===== src/rtl/regfile_pkg.sv =====
// Shared constants and types for the register-file write-back path.
// Widths match the 32x32 register file; RF_NUM_REQ is the default
// number of write-back sources (ALU, load unit, multicycle unit).
package regfile_pkg;

  localparam int RF_AW      = 5;
  localparam int RF_DW      = 32;
  localparam int RF_NUM_REQ = 3;

  // One write-back request as seen from a single source.
  typedef struct packed {
    logic             valid;
    logic [RF_AW-1:0] addr;
    logic [RF_DW-1:0] data;
  } wb_req_t;

endpackage


===== src/rtl/rr_arbiter.sv =====
// Rotating-priority arbiter. Scans requesters from r_ptr upward (mod
// NUM_REQ) and grants the first valid one. The grant is purely a function
// of the valid vector and r_ptr, never of request payloads. r_ptr moves to
// one past the winner whenever a grant is issued, which bounds the wait of
// a continuously valid requester to NUM_REQ cycles.
//
// Handshake: a requester transfers in the cycle where its valid and its
// o_grant bit are both high; o_grant has at most one bit set.
module rr_arbiter
  import regfile_pkg::*;
#(
  parameter int NUM_REQ = RF_NUM_REQ,
  localparam int IW = $clog2(NUM_REQ)
) (
  input  logic               clk,
  input  logic               rst,
  input  logic [NUM_REQ-1:0] i_valid,
  output logic [NUM_REQ-1:0] o_grant,
  output logic [IW-1:0]      o_idx
);

  logic [IW-1:0] r_ptr;
  logic [IW:0]   w_sum;
  logic [IW-1:0] w_cand;
  logic          w_any;

  // Priority scan starting at r_ptr; the one extra bit on w_sum covers the wrap.
  always_comb begin
    o_grant = '0;
    o_idx   = '0;
    w_any   = 1'b0;
    w_sum   = '0;
    w_cand  = '0;
    for (int k = 0; k < NUM_REQ; k++) begin
      w_sum = {1'b0, r_ptr} + (IW+1)'(k);
      if (w_sum >= (IW+1)'(NUM_REQ)) begin
        w_sum = w_sum - (IW+1)'(NUM_REQ);
      end
      w_cand = w_sum[IW-1:0];
      if (!w_any && i_valid[w_cand]) begin
        o_grant[w_cand] = 1'b1;
        o_idx           = w_cand;
        w_any           = 1'b1;
      end
    end
  end

  // Advance the rotating pointer past the winner; hold when nothing is granted.
  always_ff @(posedge clk or posedge rst) begin
    if (rst) begin
      r_ptr <= '0;
    end else if (w_any) begin
      if (o_idx == IW'(NUM_REQ - 1)) begin
        r_ptr <= '0;
      end else begin
        r_ptr <= o_idx + 1'b1;
      end
    end
  end

endmodule


===== src/rtl/regfile_wb_arbiter.sv =====
// Write-back arbiter for the 32x32 register file. NUM_REQ sources share
// the single write port through a round-robin arbiter (rr_arbiter); the
// winning write is registered and driven onto rf_waddr/rf_wdata/rf_wren
// one cycle after its handshake. fwd_hit0/1 flag read ports whose address
// matches the write landing this cycle, since the register file only
// commits it at the end of that cycle.
//
// Handshake: requester i transfers when req_valid[i] & req_ready[i];
// req_ready is one-hot or zero and depends only on req_valid.
//
// Optional build macro REG0_ZERO_EN: register 0 is hardwired zero. Writes
// to address 0 still complete their handshake but never assert rf_wren,
// and reads of address 0 never report a forwarding hit.
module regfile_wb_arbiter
  import regfile_pkg::*;
#(
  parameter int NUM_REQ = RF_NUM_REQ,
  parameter int AW      = RF_AW,
  parameter int DW      = RF_DW
) (
  input  logic                  clk,
  input  logic                  rst,
  input  logic [NUM_REQ-1:0]    req_valid,
  input  logic [NUM_REQ*AW-1:0] req_addr,
  input  logic [NUM_REQ*DW-1:0] req_data,
  output logic [NUM_REQ-1:0]    req_ready,
  output logic [AW-1:0]         rf_waddr,
  output logic [DW-1:0]         rf_wdata,
  output logic                  rf_wren,
  input  logic [AW-1:0]         raddr0,
  input  logic [AW-1:0]         raddr1,
  output logic                  fwd_hit0,
  output logic                  fwd_hit1,
  output logic [DW-1:0]         fwd_data
);

  localparam int IW = $clog2(NUM_REQ);

  logic [NUM_REQ-1:0] w_grant;
  logic [IW-1:0]      w_idx;
  logic               w_xfer;
  logic [AW-1:0]      w_addr_arr [NUM_REQ];
  logic [DW-1:0]      w_data_arr [NUM_REQ];
  logic [AW-1:0]      w_sel_addr;
  logic [DW-1:0]      w_sel_data;
  logic               w_wren_next;

  logic [AW-1:0]      r_waddr;
  logic [DW-1:0]      r_wdata;
  logic               r_wren;

  rr_arbiter #(
    .NUM_REQ (NUM_REQ)
  ) u_rr_arbiter (
    .clk     (clk),
    .rst     (rst),
    .i_valid (req_valid),
    .o_grant (w_grant),
    .o_idx   (w_idx)
  );

  assign req_ready = w_grant;
  assign w_xfer    = |w_grant;

  // Unpack the per-requester address/data fields so the winner index can select them.
  always_comb begin
    for (int i = 0; i < NUM_REQ; i++) begin
      w_addr_arr[i] = req_addr[i*AW +: AW];
      w_data_arr[i] = req_data[i*DW +: DW];
    end
  end

  // Winner payload and whether it produces a real register-file write.
  always_comb begin
    w_sel_addr = w_addr_arr[w_idx];
    w_sel_data = w_data_arr[w_idx];
`ifdef REG0_ZERO_EN
    w_wren_next = (w_sel_addr != '0);
`else
    w_wren_next = 1'b1;
`endif
  end

  // Output stage: capture the granted write; address/data hold when idle.
  always_ff @(posedge clk or posedge rst) begin
    if (rst) begin
      r_wren  <= 1'b0;
      r_waddr <= '0;
      r_wdata <= '0;
    end else if (w_xfer) begin
      r_wren  <= w_wren_next;
      r_waddr <= w_sel_addr;
      r_wdata <= w_sel_data;
    end else begin
      r_wren  <= 1'b0;
    end
  end

  assign rf_wren  = r_wren;
  assign rf_waddr = r_waddr;
  assign rf_wdata = r_wdata;
  assign fwd_data = r_wdata;

  // Forwarding compare against the write that commits at the end of this cycle.
  always_comb begin
`ifdef REG0_ZERO_EN
    fwd_hit0 = r_wren && (raddr0 == r_waddr) && (raddr0 != '0);
    fwd_hit1 = r_wren && (raddr1 == r_waddr) && (raddr1 != '0);
`else
    fwd_hit0 = r_wren && (raddr0 == r_waddr);
    fwd_hit1 = r_wren && (raddr1 == r_waddr);
`endif
  end

endmodule


===== config.mk =====
export PLATFORM = sky130hd
export DESIGN_NAME = regfile_wb_arbiter
export DESIGN_NICKNAME = d
export VERILOG_FILES = /design/src/rtl/regfile_pkg.sv /design/src/rtl/rr_arbiter.sv /design/src/rtl/regfile_wb_arbiter.sv
export SDC_FILE = /design/constraint.sdc
export NUM_CORES = 1
export LEC_CHECK = 0
export CELL_PAD_IN_SITES_DETAIL_PLACEMENT = 0
export CELL_PAD_IN_SITES_GLOBAL_PLACEMENT = 2
export CORE_MARGIN = 3
export CORE_UTILIZATION = 21
export DETAILED_ROUTE_END_ITERATION = 16
export PLACE_DENSITY = 0.85
export SLEW_MARGIN = 10
export SYNTH_ARGS = -nofsm -noshare
export SYNTH_HDL_FRONTEND = slang
export SYNTH_SLANG_ARGS = --single-unit

===== constraint.sdc =====
create_clock -name clk -period 3.3 [get_ports clk]
set_input_delay 0.495 -clock clk [delete_from_list [all_inputs] [get_ports clk]]
set_output_delay 0.495 -clock clk [all_outputs]
set_load 0.01 [all_outputs]

### Word-level counts from Yosys, hierarchy flattened

Cells that the tools add are included.

* register bits: 40
* input port bits: 126
* output and inout bits: 75

* add/sub/neg operators: 6
* order comparisons: 10
* eq/ne operators: 3
* multiplexer cells: 32
* bitwise gates (word level): 3
* reductions and logical operators: 10

Operator list (number)
* $bmux 32 s2: 1
* $mux 32: 2
* $mux 2: 7
* $bmux 5 s2: 1
* $eq 5x5->1: 2
* $mux 1: 10
* $mux 5: 2
* $lt 2x3->1 const B: 3
* $mux 3: 3
* $logic_and 1x1->1: 7
* $bmux 1 s2: 3
* $demux 1 s2: 3
* $ge 2x1->1 const B: 3
* $ge 3x2->1 const B: 2
* $or 3x3->3: 2
* $sub 2x2->2 const B: 3
* $add 2x1->3 const B: 1
* $add 2x2->3 const B: 1
* $ge 3x3->1 const B: 1
* $not 2->3: 1
* $reduce_or 3->1: 1
* $add 2x1->2 const B: 1
* $eq 2x2->1 const B: 1
* $ge 2x2->1 const B: 1
* $logic_not 1->1: 2

### Depth between registers and ports, before layout

* depth after elaboration: 15
* mapped depth: 11
* gate-level depth less buffers: 8

### By module

A second synthesis with hierarchy kept.

* cells, all modules: 344
* area, all modules: 2986.6 µm²

Modules (own cells, without submodules)
* regfile_wb_arbiter: instances 1, cells an instance 292, area an instance 2588.7 µm², seq. area each 950.9 µm²
* rr_arbiter: instances 1, cells an instance 52, area an instance 397.9 µm², seq. area each 50.0 µm²

### Worst setup path after synthesis

Ideal clock, no wire load.

* path kind: reg2reg
* from: register u_rr_arbiter.r_ptr[1]
* to: register r_wdata[20], in the netlist fwd_data[20]
* library setup time: 0.125 ns
* arrival time: 2.463 ns
* data required time: 3.175 ns
* path slack: 0.711 ns
* cell stages (with the launch flop): 12
* clock period less this slack: 2.589 ns
* cell sequence: dfrtp_1 -> inv_1 -> ha_1 -> buf_6 -> mux2i_1 -> nand2_1 -> a2111o_1 -> o211ai_1 -> or3_1 -> buf_6 -> buf_6 -> mux2_4

* elaborated cells on any way between the ends: 51

RTL lines
* start: declaration: RTL line rr_arbiter.sv:22 `logic [IW-1:0] r_ptr;`
* start signal: assignment: RTL line rr_arbiter.sv:56 `r_ptr <= o_idx + 1'b1;`
* $add 2x1->3 (tied with other cells): RTL line rr_arbiter.sv:35 `w_sum = {1'b0, r_ptr} + (IW+1)'(k);`
* $ge 3x2->1 (tied with other cells): RTL line rr_arbiter.sv:36 `if (w_sum >= (IW+1)'(NUM_REQ)) begin`
* $mux 2 (tied with other cells): RTL line rr_arbiter.sv:36
* $lt 2x3->1 (implied by the code) (tied with other cells): RTL line rr_arbiter.sv:41 `o_grant[w_cand] = 1'b1;`
* $logic_and 1x1->1 (implied by the code) (tied with other cells): RTL line rr_arbiter.sv:41
* $mux 1 (implied by the code) (tied with other cells): RTL line rr_arbiter.sv:41
* $demux 1 s2 (tied with other cells)
* $or 3x3->3 (no line) / $mux 1 (equally long branches)
* $mux 3 / $logic_not 1->1 (equally long branches): RTL line rr_arbiter.sv:40 `if (!w_any && i_valid[w_cand]) begin`
* $or 3x3->3 (no line) / $logic_and 1x1->1 (equally long branches)
* $mux 3 *: RTL line rr_arbiter.sv:40
* via req_ready[1]: RTL line regfile_wb_arbiter.sv:26 `output logic [NUM_REQ-1:0] req_ready,`
* $reduce_or 3->1 *: RTL line regfile_wb_arbiter.sv:63 `assign w_xfer = |w_grant;`
* end signal: assignment: RTL line regfile_wb_arbiter.sv:93 `r_wdata <= w_sel_data;`
* end: declaration: RTL line regfile_wb_arbiter.sv:49 `logic [DW-1:0] r_wdata;`

Mark *: on every way through the listed nets, which the timed path passes. The rest lies on a longest branch. The select of a mux whose other input is x is not followed.
A chain may end at the register's enable or synchronous reset.

### Final worst setup path

* from: register u_rr_arbiter.r_ptr[1]
* to: output port req_ready[1]

* longest elaborated chain between the ends: 11
* elaborated cells on any way between the ends: 43

RTL lines (RTL line)
* $add 2x1->3 (tied with other cells): rr_arbiter.sv:35
* $ge 3x2->1 (tied with other cells): rr_arbiter.sv:36
* $mux 2 (tied with other cells): rr_arbiter.sv:36
* $lt 2x3->1 (implied by the code) (tied with other cells): rr_arbiter.sv:41
* $logic_and 1x1->1 (implied by the code) (tied with other cells): rr_arbiter.sv:41
* $mux 1 (implied by the code) (tied with other cells): rr_arbiter.sv:41
* $demux 1 s2 (tied with other cells)
* $or 3x3->3 (no line) / $mux 1 (equally long branches)
* $mux 3 / $logic_not 1->1 (equally long branches): rr_arbiter.sv:40
* $or 3x3->3 (no line) / $logic_and 1x1->1 (equally long branches)
* $mux 3 *: rr_arbiter.sv:40
* end: declaration: regfile_wb_arbiter.sv:26

Every way passes the cells marked *; elsewhere a longest branch is shown, timed or not. The select of a mux whose other input is x is not followed.

==> summary by stage <==
Status
The flow ran to the end, and the final reports show no timing, DRC or antenna violations.

Drt
Once detail routing completed, the nets flagged for antenna violations numbered 0. In the detailed route, the total length drawn on met3 is 752 um. After detailed routing, the average wire length per cell comes to 16.1 um. Signal routing reaches up to met4. After detailed routing, the number of vias per cell comes to about 4.4. The detailed-route DRC error count is 0. The final wirelength is 9.89 mm. The count of routing violations after the opening detailed-route iteration is 81. In the final routing, the length of wire on met1 measures a little over 4 mm. The detailed-route via count is between 2,000 and 3,000. The first detailed-routing pass took 4 iterations. Wire segments on met2 add up to roughly 5 mm in the final route.

GRT
The number of antenna violations at the first check in global routing is 0. The largest net degree at the start of global routing is 41. The number of global-route vias before repair is between 2,000 and 3,000. The total congestion overflow is 0. The global-route usage over all layers is between 10% and 20%. The first-pass GRT wire length is around 15 mm.

Synth
After synthesis the netlist holds a flip-flop and latch count of 40. The number of enable flip-flop cells after synthesis is 0. Averaged over all synthesized cells, the footprint is between 10 and 15 um^2. Synthesis produced a netlist whose cell count is ~270. Of the synthesized area, sequential elements account for between 30% and 40%. The Yosys step of the flow raised 0 warnings.

The synthesized netlist occupies a cell area of ~3100 um^2. Summed over all instances, the cell type with the most area after synthesis is sky130_fd_sc_hd__dfrtp_1. Yosys mapped the design onto 42 distinct sky130hd cell types. Synthesis produced a netlist with a net count of approximately 400. In the synthesized netlist the dominant register cell turns out to be sky130_fd_sc_hd__dfrtp_1. The share of the synthesized area in the top cell type is approximately a third. Sorting the synthesized cells by area gives the leading types as sky130_fd_sc_hd__dfrtp_1, sky130_fd_sc_hd__mux2i_1, sky130_fd_sc_hd__o2bb2ai_1.

By count the netlist is led by sky130_fd_sc_hd__dfrtp_1, sky130_fd_sc_hd__mux2i_1, sky130_fd_sc_hd__o2bb2ai_1. For this run, asynchronously set or reset flops after synthesis account for 100%.

Floorplanning
The floorplan has 43 rows. The total I/O pin count is between 200 and 250. For this configuration, the core starts out at a cell density of 21.7%. The die extent in y is 127 um.

The floorplan die area is 16,100 um^2. The core region area is ~14,000 um^2. Measured along the x axis, the die boundary spans 127 um.

Place
Once detailed placement completed, the half-perimeter wirelength came to 7.74 mm. Before CTS, the worst setup slack after placement is around 0.17 ns. The count of input and output buffers is 200. Routability-driven placement finished with a final weighted congestion of 0.821.

Min path
The number of cells on the worst hold path is 1. The class of the tightest hold or removal check is reg2reg. The worst hold path begins at fwd_data[31]. The endpoint of the worst hold-timing path is fwd_data[31].

Clock tree
TritonCTS built the clock tree. The maximum level of the CTS H-tree is 2. The post-CTS setup-driven buffer insertion count is 0. The TritonCTS buffer count is 5. The buffer depth of the longest clock path is 2. Clock-pin slew was measured on the worst setup and hold paths at ~0.06 ns. The root buffer cell chosen for the clock tree is sky130_fd_sc_hd__clkbuf_16. For the worst-skew pair, the clock arrives at the later sink with an insertion delay of ~0.27 ns.

The clock sink total is 40.

Timing
The setup clock skew after layout is 0.00326 ns. At the pin with the least slew margin, the transition time is about 0.96 ns. The worst slew margin relative to its limit is 35.6%. For this run, the top clock speed supported by timing is between 300 and 400 MHz. Setup violations remaining at the end of the flow were counted as 0. The number of max-slew violations in the final report is 0. The final cycle utilization of the critical path is a little over nine tenths. The worst path meets setup with 0.104 ns of slack. The minimum clock period is ~3.2 ns.

Setup repair after global routing could not meet its margin everywhere. The number of hold violations in the final report is 0.

Pwr
The static leakage is just over 2 nW. The maximum VDD drop is between 0.6 and 0.7 mV. The power per cell area is approximately 1000 nW/um^2.

Flow run
The tool flagged a number of max-cap violations equal to 0.

Critical path
The worst setup path is captured at an output port. The worst register-to-register path has a depth of 9. The required time reported for the critical path endpoint is between 2 and 3 ns. For flop-to-flop paths, the worst setup slack is approximately 0.42 ns.

The critical-path maximum fanout is 12. The start-to-end type of the worst setup path is reg2out. Data arrives at the worst endpoint at between 2 and 3 ns. The launch point of the worst reg-to-reg path is u_rr_arbiter.r_ptr[0].

The startpoint type of the worst setup path is a register. The capture instance of the worst register-to-register path is fwd_data[31].

Finish
The number of nets in the final layout is ~560. Summing all multi-input logic gate instances after layout gives ~1700 um^2. The count of antenna diodes in the layout is 0. Measured on the finished design, the core utilization comes to a little under two fifths. The combined flip-flop and latch cell area is approximately 1000 um^2. The share of cells above drive strength 1 is between 10% and 20%. From synthesis to final layout, the design area changed by 69.3%. The filler cells instantiated in the layout total 1,402.
[area by class of cell]
cell class                 count  share of cell area (%)
timing repair buffer         204                    39.7
multi-input combinational    175                    33.0
sequential                    40                    19.3
tap                          180                    4.34
clock buffer                   5                    2.41
clock inverter                 3                   0.820
inverter                       7                   0.507
[layout by cell type, fill, tap and decap left out, types with 2 or more instances in the layout]
cell / n
sky130_fd_sc_hd__clkbuf_16: 5
sky130_fd_sc_hd__nand2_1: 4
sky130_fd_sc_hd__buf_4: 2
sky130_fd_sc_hd__nor4_1: 2
sky130_fd_sc_hd__and3b_1: 2
sky130_fd_sc_hd__nand2b_1: 4
sky130_fd_sc_hd__buf_12: 2
sky130_fd_sc_hd__a211oi_1: 2
sky130_fd_sc_hd__mux2i_2: 2
sky130_fd_sc_hd__inv_1: 6
sky130_fd_sc_hd__o21ai_0: 3
sky130_fd_sc_hd__ha_1: 2
sky130_fd_sc_hd__nor2b_1: 3
sky130_fd_sc_hd__mux2i_1: 40
sky130_fd_sc_hd__a311oi_1: 2
sky130_fd_sc_hd__and3_1: 2
sky130_fd_sc_hd__nor2_1: 2
sky130_fd_sc_hd__clkdlybuf4s50_1: 200
sky130_fd_sc_hd__mux2_4: 19
sky130_fd_sc_hd__xnor2_1: 2
sky130_fd_sc_hd__ha_2: 2
sky130_fd_sc_hd__dfrtp_1: 40
sky130_fd_sc_hd__mux2_2: 18
sky130_fd_sc_hd__xor2_1: 8
sky130_fd_sc_hd__o2bb2ai_1: 38
[layer usage]
layer	global-route usage, %	vias to the layer above
li1	-	1308
met1	14.9	1252
met2	20.5	142
met3	2.86	4
met4	1.64	0
met5	0	-
[sequential cells by signal, summed over array words and instances (netlist names)]
name	count
rf_waddr	5
fwd_data	32
rf_wren	1
u_rr_arbiter.r_ptr	2
[stage by stage]
stage | hold WS, ns | area (um^2) | instances | TNS [ns] | total power [mW]
after floorplan | 0.516 | 3060 | 274 | 0 | 3.48
after global placement | 0.532 | 5010 | 606 | 0 | 4.64
after detailed placement | 0.533 | 5010 | 606 | 0 | 4.71
after CTS | 0.552 | 5180 | 614 | 0 | 5.29
after global routing | 0.585 | 5190 | 614 | -0.0387 | 5.59
final | 0.547 | 5190 | 614 | 0 | 5.20
[cells by family (layout without fill, tap and decap cells)]
group                      Yosys count  after routing  synth area share (%)
DFF                                 40             40                  32.7
xor gates and xnor gates            10             10                  2.86
and+or+nand+nor                     24             24                  4.61
AOI/OAI and AO/OA                   58             58                  15.8
buffers and inverters               59            219                  12.5
adders and majority gates            4              4                  1.63
muxes                               79             79                  29.9
[power breakdown]
| group | internal [mW] | total (mW) | switching [mW] | leakage, nW |
|---|---|---|---|---|
| logic | 2.13 | 3.63 | 1.49 | 1.48 |
| registers | 0.774 | 1.03 | 0.258 | 0.475 |
| clock network | 0.355 | 0.541 | 0.186 | 0.0798 |
| total | 3.26 | 5.20 | 1.94 | 2.03 |
[how the worst max path moves through the flow]
stage                           from            to  slack, ns  cells after the start
5_1_grt        u_rr_arbiter.r_ptr[1]  req_ready[1]      -0.04                      7
6_report       u_rr_arbiter.r_ptr[1]  req_ready[1]       0.10                      7
3_3_place_gp            req_valid[1]  req_ready[1]       0.21                      6
4_1_cts        u_rr_arbiter.r_ptr[0]  req_ready[0]       0.08                      7
3_5_place_dp            req_valid[2]  fwd_data[20]       0.17                      8
2_1_floorplan  u_rr_arbiter.r_ptr[1]  fwd_data[20]       0.71                     11
[worst max-delay path, stage by stage, from the launching register on]
cell and delay [ns]:
sky130_fd_sc_hd__dfrtp_1 0.41, sky130_fd_sc_hd__inv_1 0.10, sky130_fd_sc_hd__ha_2 0.32, sky130_fd_sc_hd__mux2i_2 0.31
sky130_fd_sc_hd__mux2i_2 0.19, sky130_fd_sc_hd__a2111o_1 0.42, sky130_fd_sc_hd__o211ai_1 0.11, sky130_fd_sc_hd__clkdlybuf4s50_1 0.57
[repair_timing]
action	4_1_cts	5_1_grt
endpoints found under the setup margin	1	2
pin swaps	0	0
resized for setup	1	2
hold buffers	0	0
Note: power is estimated with default switching activity, not from simulation.
